--- src/rtl/mips_pkg.sv ---
// Shared definitions for the 1:2 pipelined demux: default word width and the
// per-output slot state encoding.
package mips_pkg;

    localparam int WORD_W = 32;

    typedef enum logic {
        EMPTY = 1'b0,
        FULL  = 1'b1
    } slot_state_t;

endpackage

--- src/rtl/demux_slot.sv ---
// One-entry valid/ready register stage: a load appears on o_valid the next cycle.
// Accepts a new word while empty or while the held word drains in the same cycle.
module demux_slot
    import mips_pkg::*;
#(
    parameter int WIDTH = WORD_W
) (
    input  logic             clk,
    input  logic             rst_n,
    input  logic             i_load,
    input  logic [WIDTH-1:0] i_data,
    input  logic             i_ready,
    output logic             o_valid,
    output logic [WIDTH-1:0] o_data,
    output logic             o_space
);

    slot_state_t      r_state;
    slot_state_t      w_next_state;
    logic [WIDTH-1:0] r_data;

    always_ff @(posedge clk or negedge rst_n) begin
        if (!rst_n) begin
            r_state <= EMPTY;
        end else begin
            r_state <= w_next_state;
        end
    end

    always_comb begin
        w_next_state = r_state;
        case (r_state)
            EMPTY: if (i_load) w_next_state = FULL;
            FULL:  if (i_ready && !i_load) w_next_state = EMPTY;
            default: w_next_state = EMPTY;
        endcase
    end

    always_comb begin
        o_valid = (r_state == FULL);
        o_space = (r_state == EMPTY) || i_ready;
    end

    // Data only moves on a load, so it holds steady while stalled.
    always_ff @(posedge clk or negedge rst_n) begin
        if (!rst_n) begin
            r_data <= '0;
        end else if (i_load) begin
            r_data <= i_data;
        end
    end

    assign o_data = r_data;

endmodule

--- src/rtl/demux1_2_pipe.sv ---
// 1:2 demux with one register slot per output (latency 1); in_ready follows the
// selected slot's space. Optional delivered-word counters under DEMUX_COUNT_EN.
module demux1_2_pipe
    import mips_pkg::*;
#(
    parameter int WIDTH = WORD_W
) (
    input  logic             clk,
    input  logic             rst_n,
    input  logic [WIDTH-1:0] in_data,
    input  logic             in_sel,
    input  logic             in_valid,
    output logic             in_ready,
    output logic [WIDTH-1:0] out0_data,
    output logic             out0_valid,
    input  logic             out0_ready,
    output logic [WIDTH-1:0] out1_data,
    output logic             out1_valid,
    input  logic             out1_ready
`ifdef DEMUX_COUNT_EN
    ,
    output logic [15:0]      cnt0,
    output logic [15:0]      cnt1
`endif
);

    logic w_space0;
    logic w_space1;
    logic w_accept;
    logic w_load0;
    logic w_load1;

    assign in_ready = in_sel ? w_space1 : w_space0;
    assign w_accept = in_valid && in_ready;
    assign w_load0  = w_accept && !in_sel;
    assign w_load1  = w_accept &&  in_sel;

    demux_slot #(.WIDTH(WIDTH)) u_slot0 (
        .clk     (clk),
        .rst_n   (rst_n),
        .i_load  (w_load0),
        .i_data  (in_data),
        .i_ready (out0_ready),
        .o_valid (out0_valid),
        .o_data  (out0_data),
        .o_space (w_space0)
    );

    demux_slot #(.WIDTH(WIDTH)) u_slot1 (
        .clk     (clk),
        .rst_n   (rst_n),
        .i_load  (w_load1),
        .i_data  (in_data),
        .i_ready (out1_ready),
        .o_valid (out1_valid),
        .o_data  (out1_data),
        .o_space (w_space1)
    );

`ifdef DEMUX_COUNT_EN
    logic [15:0] r_cnt0;
    logic [15:0] r_cnt1;

    // Counts completed downstream transfers; wraps naturally at 16 bits.
    always_ff @(posedge clk or negedge rst_n) begin
        if (!rst_n) begin
            r_cnt0 <= '0;
            r_cnt1 <= '0;
        end else begin
            if (out0_valid && out0_ready) r_cnt0 <= r_cnt0 + 16'd1;
            if (out1_valid && out1_ready) r_cnt1 <= r_cnt1 + 16'd1;
        end
    end

    assign cnt0 = r_cnt0;
    assign cnt1 = r_cnt1;
`endif

endmodule

--- config.mk ---
export PLATFORM = sky130hd
export DESIGN_NAME = demux1_2_pipe
export DESIGN_NICKNAME = d
export VERILOG_FILES = /design/src/rtl/mips_pkg.sv /design/src/rtl/demux_slot.sv /design/src/rtl/demux1_2_pipe.sv
export SDC_FILE = /design/constraint.sdc
export NUM_CORES = 1
export LEC_CHECK = 0
export CAP_MARGIN = 20
export CORE_MARGIN = 10
export CORE_UTILIZATION = 39
export DETAILED_ROUTE_END_ITERATION = 6
export GPL_ROUTABILITY_DRIVEN = 0
export PLACE_DENSITY = 0.79
export SLEW_MARGIN = 20
export SYNTH_ARGS = -nofsm -noshare
export SYNTH_HDL_FRONTEND = slang
export SYNTH_SLANG_ARGS = --single-unit
--- constraint.sdc ---
create_clock -name clk -period 1.31 [get_ports clk]
set_input_delay 0.393 -clock clk [delete_from_list [all_inputs] [get_ports clk]]
set_output_delay 0.393 -clock clk [all_outputs]
set_load 0.005 [all_outputs]
==> results.yml <==
cells_and_area:
  drive_gt1_share_pct: 64.9
  final_cells: 386
  layout_commonest_cell: "dfrtp_1"
  nFillCells: 521
  final_util_pct: 62.8
  mostFrequentLayoutCells: "dfrtp_1 (66), mux2_4 (64), buf_2 (63)"
  num-nets-final: 339
  area_delta_synth_final_pct: 57.9
timing:
  timing.fmax_ghz: 0.637
  layout_setup_ws_ps: -259
  finClkSkew_ps: 8.23
  tightestPinTransition_ps: 360
  period_share_pct: 120
  final_hold_viol_count: 0
  max_slew_margin_pct: 76.0
  slew_viol_final: 0
  rsz0062_at_grt: "yes"
  fin_crit_ps: 1570
  setup_violations: 67
synthesis:
  ys_types: 14
  synth.avg_cell_area_sq_um: 18.2
  syn_nets: 185
  syn_inst: 147
  synth_top_area_cell: "dfrtp_1"
  netlist.area_leader.share_pct: 61.8
  ys_seq_elements: 66
  synth_area_leaders: "dfrtp_1 (62%), mux2_4 (17%), mux2_2 (13%)"
  ys_warn_count: 0
  synth_seq_area_share_pct: 61.8
  syn_area_sq_um: 2670
global_route:
  grt.total_usage_pct: 14.3
  grt_pass1_wl_mm: 11.4
  antenna_found_initial: 0
  overflow: 0
  grt_max_degree: 67
  grt_pass1_vias: 2070
critical_path:
  critPathCaptureType: "output pin"
  cp_max_fo: 2
  startpoint_type: "register"
  crit_arrival_ps: 1180
  critical_path_class: "register to output pin"
  crit_required_ps: 920
  rrSetupSlack_ps: -250
placement:
  dp_slack_ps: -806
  dp_hpwl_mm: 4.71
  io_buffers: 104
  dp_cells: 334
run_status:
  failed_checks: "setup timing"
  outcome: "finished with violations"
die:
  rows: 30
  die_area_sq_um: 10600
  die_h_um: 103
  ios: 105
  core_sq_um: 6720
  die_w_um: 103
  start_util_pct: 39.8
detailed_routing:
  wl_per_cell_um: 19.3
  drt.antenna.violating_nets: 0
  drc: 0
  drt_first_pass_iters: 4
  drt_iter0_markers: 38
  via_per_inst: 4.65
  drt_wl_total_mm: 7.45
  vias: 1794
clock_network:
  clk_latency_ps: 330
  h-tree-depth: 3
  cts_buffer_depth: 2
  cts_buffers: 9
  cts_tree: "yes"
  root_buffer: "clkbuf_8"
  cts.hold.buffers_added: 0
  path_clk_slew_ps: 70
  clkSinkCount: 66
power:
  ir_drop_uv: 672
  leakagePower_uw: 0.00209
  cellPowerDensity_nw_per_um2: 1390
job:
  max_cap_viol_count: 0
hold_path:
  hp-class: "primary input to async pin"
==> sequential cells by signal, indices dropped and copies added, names as in the netlist <==
name,count
u_slot1.o_data,32
u_slot0.o_data,32
u_slot0.o_valid,1
u_slot1.o_valid,1
==> power breakdown <==
group	internal, uW	switching, uW	total [uW]
sequential	2400	189	2590
clock	916	716	1630
combinational	1100	549	1650
total	4420	1450	5870
==> through the flow <==
step / instance area (sq um) / TNS, ps / hold slack [ps] / total power [uW]
after detailed placement: 3800 / -39730 / 442 / 4240
after floorplan: 2670 / -1030 / 97.4 / 3190
final: 4220 / -13690 / 73.5 / 5870
after global placement: 3800 / -39080 / 440 / 4200
after CTS: 4240 / -12550 / 82.1 / 5960
after global routing: 4220 / -16940 / 97.2 / 6180
==> kinds of logic after synthesis <==
logic type / Yosys count / synth area share, %
AOI/OAI and AO/OA: 1 / 0.187
and+or+nand+nor: 9 / 2.90
buffers and inverters: 7 / 3.93
DFF: 66 / 61.8
muxes: 64 / 31.2
==> final cells by class <==
| type | count | area (sq um) | share of cell area (%) |
|---|---|---|---|
| Multi-Input combinational cell | 74 | 1050 | 24.9 |
| Timing Repair Buffer | 150 | 1230 | 29.2 |
| Sequential cell | 66 | 1650 | 39.1 |
| Clock inverter | 3 | 40.0 | 0.949 |
| Tap cell | 80 | 100 | 2.37 |
| Antenna cell | 1 | 2.50 | 0.0593 |
| Clock buffer | 12 | 145 | 3.44 |
==> what timing repair did <==
action                                  4_1_cts  5_1_grt
endpoints found under the setup margin      131       71
setup buffers                                33        3
gates resized for setup                     325       14
cloned                                        5        1
pin swaps                                     2        1
==> worst max-delay path, stage by stage, from the launching register on <==
cell     delay, ps
dfrtp_1        370
and2b_2        220
a21oi_1        120
buf_2          150
==> worst paths after layout <==
path / cells after the start / from / to
max in group asynchronous: 2 / rst_n / u_slot1.o_data[0]
min reg2reg: 1 / u_slot1.o_data[19] / u_slot1.o_data[19]
max: 3 / u_slot1.o_valid / in_ready
min: 2 / rst_n / u_slot0.o_data[5]
max reg2reg: 7 / u_slot0.o_valid / u_slot0.o_data[28]
min in group clk: 1 / u_slot1.o_data[19] / u_slot1.o_data[19]
==> synthesized netlist by cell type (all sizes together) <==
cell type / instances
nand2: 2
buf: 7
nor2: 2
dfrtp: 66
mux2: 64
nor2b: 1
a21oi: 1
and2b: 1
nand2b: 3
==> routing by layer <==
| metal | up-vias | global-route usage (%) | share of wire [%] |
|---|---|---|---|
| li1 | 821 | - | - |
| met1 | 893 | 17.7 | 44 |
| met2 | 68 | 22.7 | 48 |
| met3 | 12 | 4.29 | 6.8 |
| met4 | 0 | 5.88 | 1.5 |
| met5 | - | 0 | 0 |
Power figures use the tool's default switching activity.
